<file path="config.mk">
export PLATFORM = sky130hd
export DESIGN_NAME = pipe_hazard_ctrl
export DESIGN_NICKNAME = d
export VERILOG_FILES = /design/src/rtl/pipe_pkg.sv /design/src/rtl/hazard_fwd_unit.sv /design/src/rtl/pipe_hazard_ctrl.sv
export SDC_FILE = /design/constraint.sdc
export NUM_CORES = 1
export LEC_CHECK = 0
export BUFFER_PORTS_ARGS = -buffer_cell sky130_fd_sc_hd__buf_2
export CAP_MARGIN = 5
export CELL_PAD_IN_SITES_DETAIL_PLACEMENT = 0
export CELL_PAD_IN_SITES_GLOBAL_PLACEMENT = 1
export CORE_AREA = 4 4 81 68
export DETAILED_ROUTE_END_ITERATION = 8
export DIE_AREA = 0 0 85 72
export PLACE_DENSITY_LB_ADDON = 0.1
export SETUP_SLACK_MARGIN = 0.3
export SYNTH_ARGS = -nofsm -noshare
export SYNTH_HDL_FRONTEND = slang
export SYNTH_SLANG_ARGS = --single-unit
</file>
<file path="constraint.sdc">
create_clock -name clk -period 5.13 [get_ports clk]
set_clock_uncertainty 0.05 [all_clocks]
set_input_delay 0.513 -clock clk [delete_from_list [all_inputs] [get_ports clk]]
set_output_delay 0.513 -clock clk [all_outputs]
set_load 0.05 [all_outputs]
</file>
<file path="src/rtl/pipe_pkg.sv">
// Shared encodings for the pipeline hazard controller: FSM states,
// forward-select codes and the hard-wired zero register.
package pipe_pkg;

  typedef enum logic {
    ST_RUN  = 1'b0,
    ST_HOLD = 1'b1
  } state_e;

  localparam logic [1:0] FWD_RF = 2'b00;
  localparam logic [1:0] FWD_W  = 2'b01;
  localparam logic [1:0] FWD_M  = 2'b10;

  // Register $0 is never a real producer, so it never matches.
  localparam int unsigned REG_ZERO = 0;

endpackage

</file>
<file path="src/rtl/hazard_fwd_unit.sv">
// Combinational bypass selection for the D-stage compare operands and the
// E-stage ALU operands. M results take priority over W results.
module hazard_fwd_unit
  import pipe_pkg::*;
#(
  parameter int REG_AW = 5
) (
  input  logic [REG_AW-1:0] rsD,
  input  logic [REG_AW-1:0] rtD,
  input  logic [REG_AW-1:0] rsE,
  input  logic [REG_AW-1:0] rtE,
  input  logic [REG_AW-1:0] writeregM,
  input  logic              regwrite_enM,
  input  logic [REG_AW-1:0] writeregW,
  input  logic              regwrite_enW,
  output logic              forwardaD,
  output logic              forwardbD,
  output logic [1:0]        forwardaE,
  output logic [1:0]        forwardbE
);

  function automatic logic hit(input logic [REG_AW-1:0] src,
                               input logic [REG_AW-1:0] dst,
                               input logic              wen);
    return wen && (src != REG_AW'(REG_ZERO)) && (src == dst);
  endfunction

  function automatic logic [1:0] sel_e(input logic [REG_AW-1:0] src);
    if (hit(src, writeregM, regwrite_enM)) return FWD_M;
    if (hit(src, writeregW, regwrite_enW)) return FWD_W;
    return FWD_RF;
  endfunction

  assign forwardaD = hit(rsD, writeregM, regwrite_enM);
  assign forwardbD = hit(rtD, writeregM, regwrite_enM);
  assign forwardaE = sel_e(rsE);
  assign forwardbE = sel_e(rtE);

endmodule

</file>
<file path="src/rtl/pipe_hazard_ctrl.sv">
// Stall/flush/forward controller for the 5-stage pipeline. Flushes that arrive
// while a long-latency stall is active are held and replayed on release.
module pipe_hazard_ctrl
  import pipe_pkg::*;
#(
  parameter int REG_AW      = 5,
  parameter int MTR_W       = 2,
  parameter int PERF_W      = 16,
  parameter int BR_STALL_EN = 1
) (
  input  logic              clk,
  input  logic              resetn,
  input  logic [REG_AW-1:0] rsD,
  input  logic [REG_AW-1:0] rtD,
  input  logic              branchD,
  input  logic              jumprD,
  input  logic [REG_AW-1:0] rsE,
  input  logic [REG_AW-1:0] rtE,
  input  logic [REG_AW-1:0] writeregE,
  input  logic              regwrite_enE,
  input  logic [MTR_W-1:0]  memtoregE,
  input  logic [REG_AW-1:0] writeregM,
  input  logic              regwrite_enM,
  input  logic [MTR_W-1:0]  memtoregM,
  input  logic [REG_AW-1:0] writeregW,
  input  logic              regwrite_enW,
  input  logic              i_stall,
  input  logic              d_stall,
  input  logic              stall_divE,
  input  logic              mispredictE,
  input  logic              exceptionM,
  output logic              forwardaD,
  output logic              forwardbD,
  output logic [1:0]        forwardaE,
  output logic [1:0]        forwardbE,
  output logic              stallF,
  output logic              stallD,
  output logic              stallE,
  output logic              stallM,
  output logic              stallW,
  output logic              flushF,
  output logic              flushD,
  output logic              flushE,
  output logic              flushM,
  output logic              flushW,
  output logic              longest_stall,
  output logic [PERF_W-1:0] stall_cnt
);

  state_e            state_q, state_d;
  logic              pend_exc_q, pend_exc_d;
  logic              pend_mis_q, pend_mis_d;
  logic [PERF_W-1:0] cnt_q, cnt_d;

  logic matchE, matchM, lwstall, brstall, jrstall, dstall;
  logic replay, exc, mis;

  function automatic logic [PERF_W-1:0] sat_inc(input logic [PERF_W-1:0] v);
    return (&v) ? v : v + 1'b1;
  endfunction

  hazard_fwd_unit #(.REG_AW(REG_AW)) u_fwd (
    .rsD          (rsD),
    .rtD          (rtD),
    .rsE          (rsE),
    .rtE          (rtE),
    .writeregM    (writeregM),
    .regwrite_enM (regwrite_enM),
    .writeregW    (writeregW),
    .regwrite_enW (regwrite_enW),
    .forwardaD    (forwardaD),
    .forwardbD    (forwardbD),
    .forwardaE    (forwardaE),
    .forwardbE    (forwardbE)
  );

  assign matchE = (writeregE != REG_AW'(REG_ZERO)) &&
                  ((writeregE == rsD) || (writeregE == rtD));
  assign matchM = (writeregM != REG_AW'(REG_ZERO)) &&
                  ((writeregM == rsD) || (writeregM == rtD));

  assign lwstall = (memtoregE != '0) && matchE;
  assign brstall = (BR_STALL_EN != 0) && branchD &&
                   ((regwrite_enE && matchE) || ((memtoregM != '0) && matchM));
  assign jrstall = jumprD && regwrite_enE && (writeregE != REG_AW'(REG_ZERO)) &&
                   (writeregE == rsD);
  assign dstall  = lwstall | brstall | jrstall;

  assign longest_stall = i_stall | d_stall | stall_divE;
  assign stall_cnt     = cnt_q;

  always_ff @(posedge clk) begin
    if (!resetn) begin
      state_q    <= ST_RUN;
      pend_exc_q <= 1'b0;
      pend_mis_q <= 1'b0;
      cnt_q      <= '0;
    end else begin
      state_q    <= state_d;
      pend_exc_q <= pend_exc_d;
      pend_mis_q <= pend_mis_d;
      cnt_q      <= cnt_d;
    end
  end

  always_comb begin
    state_d = state_q;
    case (state_q)
      ST_RUN:  if (longest_stall)  state_d = ST_HOLD;
      ST_HOLD: if (!longest_stall) state_d = ST_RUN;
      default: state_d = ST_RUN;
    endcase
  end

  // Pending requests accumulate only while stalled and are consumed on release.
  always_comb begin
    pend_exc_d = 1'b0;
    pend_mis_d = 1'b0;
    cnt_d      = cnt_q;
    if (longest_stall) begin
      pend_exc_d = pend_exc_q | exceptionM;
      pend_mis_d = pend_mis_q | mispredictE;
      cnt_d      = sat_inc(cnt_q);
    end
  end

  assign replay = (state_q == ST_HOLD) && !longest_stall;
  assign exc    = exceptionM | (replay & pend_exc_q);
  assign mis    = (mispredictE | (replay & pend_mis_q)) & ~exc;

  always_comb begin
    stallF = 1'b0;
    stallD = 1'b0;
    stallE = 1'b0;
    stallM = 1'b0;
    stallW = 1'b0;
    flushF = 1'b0;
    flushD = 1'b0;
    flushE = 1'b0;
    flushM = 1'b0;
    flushW = 1'b0;
    if (longest_stall) begin
      stallF = 1'b1;
      stallD = 1'b1;
      stallE = 1'b1;
      stallM = 1'b1;
      stallW = 1'b1;
    end else begin
      stallF = dstall & ~exc;
      stallD = dstall & ~exc;
      flushF = exc;
      flushD = exc | mis;
      flushE = exc | dstall;
      flushM = exc;
      flushW = exc;
    end
  end

endmodule

</file>
==> impl_results.md, run 1 <==
* Synth Area in Adders at 0.805%
* Boundary Pins at 84
* Core box area at 4810 um2
* HP Class: flip-flop to flip-flop
* Final wirelength at 4.07 mm
* Total gr overflow at 0
* Ratio of cells with drive above 1 in the final layout at 36.5%
* Post-CTS sizing at 0
* Final setup margin at 2.52 ns
* Share of the synthesized area in the top cell type at 24.5%
* TritonCTS clock tree: yes
* Largest net degree at the start of global routing at 13
* CP endpoint: stallD
* Average size of a mapped cell at 8.27 um2
* Crit Path Category: primary input to output port
* Overall die area at 6120 um2
* Cell depth of the worst flop-to-flop path at 7
* GP Congestion at 0.798
* Period utilization at 51.0%
* Dpl cell area at 1980 um2
* Dpl ws at 2.54 ns
* H-tree Lvls at 1
* Setup Fix Bufs, Post-CTS at 0
* Post-synth top area cell: dfxtp_1
* # fillers at 499
* Via count at 1,490
* GR met1 Demand/Resource at 17.0%
* Lkg Pwr at 0.902 nW
* Avg WL per Cell at 12.5 um
* Worst slew pin tran at 0.547 ns
* Slew Viols, Final at 0
* Synth cell types at 37
* Worst-path clk slew at 0.07 ns
* Antenna Cells at 0
* Req. time, crit path at 4.57 ns
* Vias in the first global route at 1,469
* Flop2flop setup slack at 3.40 ns
* Max FO, Critical Path at 3
* Die width at 85 um
* Fmax at 383 MHz
* Cell Pwr Density at 183 nW/um2
* Ys Warns at 0
* Clk root buf: clkbuf_8
* Critical R2R Launch: stall_cnt[0]
* GR Layer Usage met2 at 21.9%
* Largest family of logic cells by synthesized area: XOR/XNOR gates
* Final core utilization at 42.0%
* RSZ-0062 raised after global routing: no
* Worst vdd ir at 0.0000913 V
* Hold depth at 2
* Endpoint type of the worst setup path: output port
* Via/cell ratio at 4.58
* Setup TNS at 0 ns
* Total Routing Usage GR at 12.9%
* Die height at 72 um
* Worst-skew pair later-pin latency at 0.25 ns
* Mapped Cells at 188
* Max cap viols at 0
* Critical path arrival at 2.05 ns
* Row cnt at 23
* Startpoint types: primary input
* Largest cells by area after synthesis: dfxtp_1, xnor2_1, xor2_1
* DR iter-0 viols at 45
* Outcome: completed
* Hold-fix buffers, CTS at 0
* Final setup fails at 0
* Register area share after synthesis at 24.5%
* Initial antenna violation count at 0
* Met3 usage at 2.16%
* First-pass GRT wire length at 6.59 mm
* XOR/XNOR Fraction of Synth Area at 30.4%
* Most Crowded Layer GR: met2
* Power, Total at 0.370 mW
* Simple-gate area share of the yosys netlist at 29.9%
* Final min period at 2.61 ns
* # port buffers at 83
* Reg2reg end: stall_cnt[10]
* Post-route cell area at 2020 um2
* Relative slew slack at 63.3%
* Total CTS buffers at 3
* Detail Placement HPWL at 3.47 mm
* Initial core utilization at 32.4%
* Drt pass-1 iters at 4
* Final Hold Viols at 0
* Most frequent cells in the layout: buf_2, xnor2_1, nor2_1
* Nets@finish at 316
* Synth Net Count at 240
* Origin of the worst setup path: rsD[3]
* Synth Register Bits at 19
* Mux share of post-synthesis cell area at 0.644%
* Clock tree buffer depth at 2
* Residual DRC count at 0
* Sink Count at 19
* Area grow syn2layout at 29.9%
* Post-synthesis compound-gate area fraction at 7.88%
* Commonest non-fill, non-tap cell in the layout: buf_2
* Routed Antenna Nets at 0
* Mapped Area at 1560 um2
worst min-delay path by stage:
stage                from          to  slack (ns)
2_1_floorplan  pend_mis_q  pend_mis_q        0.38
3_3_place_gp   pend_mis_q  pend_mis_q        0.41
3_5_place_dp   pend_mis_q  pend_mis_q        0.42
4_1_cts        pend_mis_q  pend_mis_q        0.43
5_1_grt        pend_mis_q  pend_mis_q        0.47
6_report       pend_mis_q  pend_mis_q        0.42
sequential cells by signal (all words and copies together), names as in the netlist:
name,cells
state_q,1
pend_exc_q,1
pend_mis_q,1
stall_cnt,16
kinds of logic after synthesis:
family | count (synthesis)
AOI/OAI and AO/OA | 16
and+or+nand+nor | 80
DFF | 19
adders and majority gates | 1
buffers and inverters | 17
xor gates and xnor gates | 54
muxes | 1
stage by stage:
| step | hold slack [ns] | instances |
|---|---|---|
| 2_1_floorplan | 0.384 | 188 |
| 3_5_place_dp | 0.417 | 321 |
| 5_1_grt | 0.467 | 325 |
| 3_3_place_gp | 0.411 | 321 |
| 4_1_cts | 0.429 | 325 |
| 6_report | 0.421 | 325 |
synth_stat cells, drive strengths merged:
cell type,n
nand3,11
and4,2
o31ai,2
o21ai,2
a21o,1
ha,1
a31oi,1
or3b,1
o21a,1
dlygate4sd1,1
a41oi,1
a21oi,5
or4,6
and3,3
xor2,20
clkbuf,4
nor3b,1
xnor2,34
mux2i,1
nor2,24
nor3,9
or3,1
inv,5
o221ai,1
and2,3
nand4,7
o211a,1
buf,7
o32ai,1
dfxtp,19
nand2,8
nor4,4
area by class of cell:
type | count | area [um2] | share of cell area, %
clock buffer | 4 | 45.0 | 2.23
inverter | 5 | 18.8 | 0.929
multi-input combinational | 152 | 1080 | 53.6
sequential | 19 | 380 | 18.8
tap | 62 | 77.6 | 3.84
timing repair buffer | 83 | 415 | 20.6
power by group:
group | internal (mW) | switching, mW | total [mW] | leakage (nW)
sequential | 0.152 | 0.00434 | 0.156 | 0.155
combinational | 0.0448 | 0.0677 | 0.112 | 0.725
clock | 0.0551 | 0.0461 | 0.101 | 0.0228
critical path, stage by stage:
cell     delay, ns
buf_2         0.12
xor2_1        0.15
nor3_1        0.28
nand3_1       0.12
a21oi_1       0.16
nor2_1        0.08
o31ai_1       0.30
buf_2         0.33
routing by layer:
layer	vias up	wire (um)
met5	-	0
li1	793	-
met4	0	27
met3	2	248
met1	651	1890
met2	44	1900
Power figures use the tool's default switching activity.
==> run 2, diff against run 1 <==
--- a/config.mk
+++ b/config.mk
@@ -5,13 +5,14 @@
 export SDC_FILE = /design/constraint.sdc
 export NUM_CORES = 1
 export LEC_CHECK = 0
+export ABC_AREA = 1
 export BUFFER_PORTS_ARGS = -buffer_cell sky130_fd_sc_hd__buf_2
 export CAP_MARGIN = 5
 export CELL_PAD_IN_SITES_DETAIL_PLACEMENT = 0
 export CELL_PAD_IN_SITES_GLOBAL_PLACEMENT = 1
-export CORE_AREA = 4 4 81 68
+export CORE_AREA = 4 4 94 78
 export DETAILED_ROUTE_END_ITERATION = 8
-export DIE_AREA = 0 0 85 72
+export DIE_AREA = 0 0 98 82
 export PLACE_DENSITY_LB_ADDON = 0.1
 export SETUP_SLACK_MARGIN = 0.3
 export SYNTH_ARGS = -nofsm -noshare
==> constraint.sdc (replaced) <==
create_clock -name clk -period 2.5 [get_ports clk]
set_clock_uncertainty 0.05 [all_clocks]
set_input_delay 0.25 -clock clk [delete_from_list [all_inputs] [get_ports clk]]
set_output_delay 0.25 -clock clk [all_outputs]
set_load 0.05 [all_outputs]
==> run 2 against run 1 <==
Effect of this change:
- sequential cell count is the same
- combinational power grew 130%
- cell count grew 51%
- critical path type unchanged
- largest power group unchanged
- highest routed layer unchanged
==> impl_results.md, run 2 <==
* Mapped Area at 1930 um2 (+24%)
* H-tree Lvls at 1 (unchanged)
* Most frequent cells in the layout: nand2_1, buf_2, inv_1
* Outcome: completed
* Worst path max stage delay at 0.26 ns (-0.07 ns)
* Average size of a mapped cell at 5.87 um2 (-29%)
* Core box area at 6340 um2 (+32%)
* Final Hold Viols at 0 (unchanged)
* Worst vdd ir at 0.000137 V (+50%)
* Critical Path Most Common Cell: nand2_1
* Routed Antenna Nets at 0 (unchanged)
* Startpoint types: primary input
* Overall die area at 8040 um2 (+31%)
* Largest cells by area after synthesis: nand2_1, dfxtp_1, inv_1
* Asr flop ratio synth at 0% (unchanged)
* Hold-fix buffers, CTS at 0 (unchanged)
* Worst slew pin tran at 0.391 ns (-0.156 ns)
* Worst-skew pair later-pin latency at 0.26 ns (about the same)
* Via count at 2,192 (+47%)
* Setup Fix Bufs, Post-CTS at 0 (unchanged)
* Residual DRC count at 0 (unchanged)
* Vias in the first global route at 2,043 (+39%)
* Critical R2R Launch: stall_cnt[1]
* Mapped Cells at 328 (+74%)
* Slew Viols, Final at 0 (unchanged)
* Hold depth at 3 (+1)
* Largest register FFs at 16 (unchanged)
* Max FO, Critical Path at 5 (+2)
* Synth Net Count at 380 (+58%)
* Register Area at 380 um2 (unchanged)
* Most frequent cell after synthesis: nand2_1
* Slowest-stage cell, CP: buf_2
* Boundary Pins at 84 (unchanged)
* Synth Register Bits at 19 (unchanged)
* Final min period at 1.85 ns
* Worst-path clk slew at 0.07 ns (about the same)
* Area grow syn2layout at 25.9%
* Dominant synthesized flop cell: dfxtp_1
* Final hold slack at 0.187 ns (-0.234 ns)
* Avg WL per Cell at 12.3 um (-1.5%)
* Critical path arrival at 1.55 ns (-0.50 ns)
* Crit path cell chain: buf_2 -> inv_1 -> nand2_1 -> o21ai_0 -> nor2_1 -> nand3_1 -> nand2_1 -> nand2_1 -> nand2_1 -> nand3_1 -> nand2_1 -> buf_2
* Clk root buf: clkbuf_8
* Req. time, crit path at 2.20 ns (-2.37 ns)
* DR iter-0 viols at 88 (+96%)
* Initial core utilization at 30.4% (-2.0 points)
* # port buffers at 83 (unchanged)
* Flop2flop setup slack at 0.66 ns (-2.74 ns)
* TritonCTS clock tree: yes
* # fillers at 717 (+44%)
* Initial antenna violation count at 0 (unchanged)
* Total gr overflow at 0 (unchanged)
* Cell depth of the worst flop-to-flop path at 8 (+1)
* Via/cell ratio at 4.46 (-2.6%)
* Die width at 98 um (+15%)
* Synth cell count leaders: nand2_1, inv_1, nor2_1
* Share of the synthesized area in the top cell type at 20.3% (-4.2 points)
* Clock tree buffer depth at 2 (unchanged)
* Relative slew slack at 73.9% (+11 points)
* Register area share after synthesis at 19.8% (-4.7 points)
* Hold Path Sink: pend_exc_q
* Max cap viols at 0 (unchanged)
* GP Congestion at 0.845 (+5.9%)
* Final wirelength at 6.05 mm (+49%)
* Antenna Cells at 0 (unchanged)
* First-pass GRT wire length at 10.2 mm (+55%)
* Period utilization at 73.8%
* Final setup fails at 0 (unchanged)
* Total CTS buffers at 3 (unchanged)
* Drt pass-1 iters at 4 (unchanged)
* Die height at 82 um (+14%)
* RSZ-0062 raised after global routing: no
* Hold path startpoint: exceptionM
* Multi-input logic area at 1270 um2 (+17%)
* Ys Warns at 0 (unchanged)
* Lkg Pwr at 1.24 nW (+38%)
* Post-CTS sizing at 0 (unchanged)
* Fmax at 542 MHz
* Post-synth top area cell: nand2_1
* Detail Placement HPWL at 5.08 mm (+46%)
* Cell Pwr Density at 329 nW/um2 (+80%)
* HP Class: primary input to flip-flop
* Crit Path Category: primary input to output port
* Post-synth EDFFs at 0 (unchanged)
* Sink Count at 19 (unchanged)
* Reg2reg end: stall_cnt[10]
* Synth cell types at 32 (-14%)
* Endpoint type of the worst setup path: output port
* Commonest non-fill, non-tap cell in the layout: nand2_1
* Row cnt at 26 (+13%)
* Setup TNS at 0 ns (unchanged)
* Total Routing Usage GR at 15.4% (+2.5 points)
* Nets@finish at 460 (+46%)
* Ratio of cells with drive above 1 in the final layout at 26.0% (-10 points)
* Largest net degree at the start of global routing at 19 (+6)
-- run 2: how the worst max path moves through the flow --
stage | start | to | cells past startpoint
final | writeregM[1] | stallF | 12
after detailed placement | stall_cnt[1] | stall_cnt[10] | 8
after global routing | stall_cnt[0] | stall_cnt[9] | 8
after global placement | writeregM[1] | stallD | 12
after floorplan | writeregM[1] | forwardaD | 6
after CTS | stall_cnt[1] | stall_cnt[10] | 8
-- run 2: kinds of logic (layout without fill, tap and decap cells) --
logic type	count (synthesis)	count (layout)	synth area share (%)
AO/OA/AOI/OAI	37	37	12.4
XOR/XNOR	23	23	10.5
adder cells (fa/ha/maj)	1	1	0.650
buffers and inverters	62	141	14.2
flip-flops	19	19	19.8
AND/OR/NAND/NOR	186	186	42.5
-- run 2: layout make-up --
| class | instances | area share [%] |
|---|---|---|
| repair buffers | 84 | 17.4 |
| flip-flops and latches | 19 | 15.7 |
| well taps | 84 | 4.34 |
| clock buffers | 4 | 1.86 |
| multi-input cells | 247 | 52.5 |
| inverters | 53 | 8.21 |
-- run 2: power by group --
group	internal [mW]	switching (mW)	total, mW	leakage [nW]
logic	0.0893	0.169	0.259	1.07
registers	0.311	0.00888	0.320	0.155
clock network	0.114	0.106	0.220	0.0228
total	0.514	0.285	0.798	1.24
-- run 2: metrics by stage --
step	setup slack, ns	area (um2)	power (mW)	std cells	utilization [%]
2_1_floorplan	0.398	1930	0.489	328	-
3_3_place_gp	0.596	2380	0.587	487	37.5
3_5_place_dp	0.646	2380	0.586	487	37.5
4_1_cts	0.628	2420	0.812	491	38.2
5_1_grt	0.413	2420	0.852	491	38.2
6_report	0.655	2420	0.798	491	38.2
-- run 2: layer usage --
layer | share of wire, % | global-route usage, % | vias up | wire length [um]
li1 | - | - | 1187 | -
met1 | 56 | 24.4 | 939 | 3360
met2 | 37 | 21.2 | 62 | 2260
met3 | 6.9 | 3.74 | 4 | 415
met4 | 0.28 | 1.24 | 0 | 17
met5 | 0 | 0 | - | 0
-- run 2: critical path: cells and delay by family --
kind                   cells  cell delay [ns]
buffers and inverters      3             0.55
and+or+nand+nor            8             0.68
AOI/OAI and AO/OA          1             0.07
==> run 3, diff against run 2 <==
--- a/config.mk
+++ b/config.mk
@@ -5,14 +5,14 @@
 export SDC_FILE = /design/constraint.sdc
 export NUM_CORES = 1
 export LEC_CHECK = 0
-export ABC_AREA = 1
+export ABC_AREA = 0
 export BUFFER_PORTS_ARGS = -buffer_cell sky130_fd_sc_hd__buf_2
 export CAP_MARGIN = 5
 export CELL_PAD_IN_SITES_DETAIL_PLACEMENT = 0
 export CELL_PAD_IN_SITES_GLOBAL_PLACEMENT = 1
-export CORE_AREA = 4 4 94 78
+export CORE_AREA = 4 4 89 74
 export DETAILED_ROUTE_END_ITERATION = 8
-export DIE_AREA = 0 0 98 82
+export DIE_AREA = 0 0 93 78
 export PLACE_DENSITY_LB_ADDON = 0.1
 export SETUP_SLACK_MARGIN = 0.3
 export SYNTH_ARGS = -nofsm -noshare
==> constraint.sdc (replaced) <==
create_clock -name clk -period 1.6 [get_ports clk]
set_clock_uncertainty 0.05 [all_clocks]
set_input_delay 0.16 -clock clk [delete_from_list [all_inputs] [get_ports clk]]
set_output_delay 0.16 -clock clk [all_outputs]
set_load 0.05 [all_outputs]
==> run 3 against run 2 <==
Effect of this change:
- the flow now finishes with violations (negative setup slack)
- register-to-register slack lost 0.68 ns
- combinational power grew 120%
- cell count shrank 19%
- worst hold slack lost 0.095 ns
- sequential power grew 51%
- largest power group is now combinational logic
- wire length shrank 15%
==> impl_results.md, run 3 (synthesis gave the netlist of run 1 again) <==
* Post-route cell area at 3130 um2 (+29%)
* Largest register FFs at 16 (unchanged)
* Total CTS buffers at 3 (unchanged)
* Violated checks: negative setup slack
* Dpl cell area at 2570 um2 (+7.9%)
* Row cnt at 25 (-3.8%)
* Final hold slack at 0.0920 ns (-0.0946 ns)
* Via/cell ratio at 4.41 (-1.3%)
* Final setup fails at 9 (+9)
* Lkg Pwr at 1.36 nW (+9.3%)
* Core box area at 5760 um2 (-9.3%)
* Period utilization at 107%
* Worst slew pin tran at 0.530 ns (+0.138 ns)
* Total gr overflow at 0 (unchanged)
* Worst vdd ir at 0.000180 V (+31%)
* Most frequent cells in the layout: buf_2, buf_4, buf_6
* Worst path max stage delay at 0.26 ns (about the same)
* Crit Path Category: primary input to output port
* Total Routing Usage GR at 14.8% (-0.63 points)
* Worst-skew pair later-pin latency at 0.26 ns (about the same)
* Avg WL per Cell at 12.9 um (+4.8%)
* DR iter-0 viols at 32 (-64%)
* HP Class: primary input to flip-flop
* Largest net degree at the start of global routing at 13 (-6)
* Nets@finish at 372 (-19%)
* Setup TNS at -0.396 ns (-0.396 ns)
* Non-Filler Instances at 400 (-19%)
* Crit path cell chain: buf_8 -> xor2_1 -> nor3_1 -> nand3_1 -> a21oi_2 -> nor2_4 -> o31ai_4 -> buf_6
* Boundary Pins at 84 (unchanged)
* Routed Antenna Nets at 0 (unchanged)
* First-pass GRT wire length at 8.83 mm (-13%)
* Worst-path clk slew at 0.07 ns (about the same)
* Fmax at 585 MHz
* Hold-fix buffers, CTS at 0 (unchanged)
* Final wirelength at 5.17 mm (-15%)
* Drt pass-1 iters at 4 (unchanged)
* Final setup margin at -0.108 ns (-0.763 ns)
* Initial antenna violation count at 0 (unchanged)
* Die height at 78 um (-4.9%)
* Final core utilization at 54.3% (+16 points)
* Clock tree buffer depth at 2 (unchanged)
* Req. time, crit path at 1.39 ns (-0.81 ns)
* Endpoint type of the worst setup path: output port
* Detail Placement HPWL at 4.19 mm (-17%)
* Clk root buf: clkbuf_8
* RSZ-0062 raised after global routing: yes
* Slew Viols, Final at 0 (unchanged)
* Sink Count at 19 (unchanged)
* Antenna Cells at 0 (unchanged)
* Commonest non-fill, non-tap cell in the layout: buf_2
* Outcome: finished, violations left
* Vias in the first global route at 1,925 (-5.8%)
* Via count at 1,762 (-20%)
* Slowest-stage cell, CP: o31ai_4
* Max cap viols at 0 (unchanged)
* TritonCTS clock tree: yes
* Startpoint types: primary input
* Area grow syn2layout at 101%
* H-tree Lvls at 1 (unchanged)
* # fillers at 579 (-19%)
* Final Hold Viols at 0 (unchanged)
* Overall die area at 7250 um2 (-9.7%)
* Placed cell count at 381 (-22%)
* Cell Pwr Density at 445 nW/um2 (+35%)
* Initial core utilization at 27.0% (-3.3 points)
* Die width at 93 um (-5.1%)
* Max FO, Critical Path at 3 (-2)
* Ratio of cells with drive above 1 in the final layout at 67.1% (+41 points)
* GP Congestion at 0.826 (-2.3%)
* Final min period at 1.71 ns
* # port buffers at 83 (unchanged)
* Relative slew slack at 64.2% (-9.7 points)
* Critical path arrival at 1.50 ns (-0.05 ns)
* Residual DRC count at 0 (unchanged)
[run 3: cell count changes in the layout (fill, tap and decap cells not counted), moves of 19 or more]
cell,before,now
buf_4,1,43
xnor2_1,9,28
nand2_1,104,5
inv_1,52,3
buf_2,83,55
buf_6,0,32
[run 3: where the power goes]
part | internal, mW | switching, mW
clock network | 0.177 | 0.165
registers | 0.468 | 0.0147
logic | 0.280 | 0.286
total | 0.925 | 0.466
[run 3: worst paths after layout]
check                                  start             to  slack (ns)  cells past startpoint
worst max-delay path                  rtD[3]         stallF       -0.11                      8
worst min-delay path             mispredictE     pend_mis_q        0.09                      3
worst max register to register  stall_cnt[1]  stall_cnt[13]       -0.02                      7
worst min register to register    pend_mis_q     pend_mis_q        0.43                      2
[run 3: per-layer routing]
layer | part of all wire (%) | vias to the layer above | global-route usage [%] | routed length [um]
met5 | 0 | - | 0 | 0
met4 | 1.1 | 0 | 3.51 | 55
met3 | 6.5 | 5 | 3.59 | 334
met2 | 49 | 47 | 25.2 | 2510
met1 | 44 | 796 | 18.7 | 2270
li1 | - | 914 | - | -
[run 3: per-stage QoR]
step,power [mW],setup WS (ns)
2_1_floorplan,0.782,-0.384
3_3_place_gp,0.966,-0.253
3_5_place_dp,0.971,-0.267
4_1_cts,1.38,-0.0975
5_1_grt,1.46,-0.205
6_report,1.39,-0.108
[run 3: what timing repair did]
item,CTS,global route
endpoints found under the setup margin,32,29
gates resized for setup,86,18
pin swaps,33,13
buffers inserted,13,2
[run 3: cell type report]
| cell class | instances | area, um2 | share of cell area [%] |
|---|---|---|---|
| multi-input cells | 152 | 1420 | 45.3 |
| well taps | 81 | 101 | 3.24 |
| inverters | 5 | 26.3 | 0.840 |
| repair buffers | 139 | 1100 | 35.1 |
| clock buffers | 4 | 45.0 | 1.44 |
| flip-flops and latches | 19 | 440 | 14.1 |
[run 3: critical path, delay by kind of cell]
family | cells | cell delay (ns)
AOI/OAI and AO/OA | 2 | 0.48
xor gates and xnor gates | 1 | 0.15
buffers and inverters | 2 | 0.30
and+or+nand+nor | 3 | 0.40
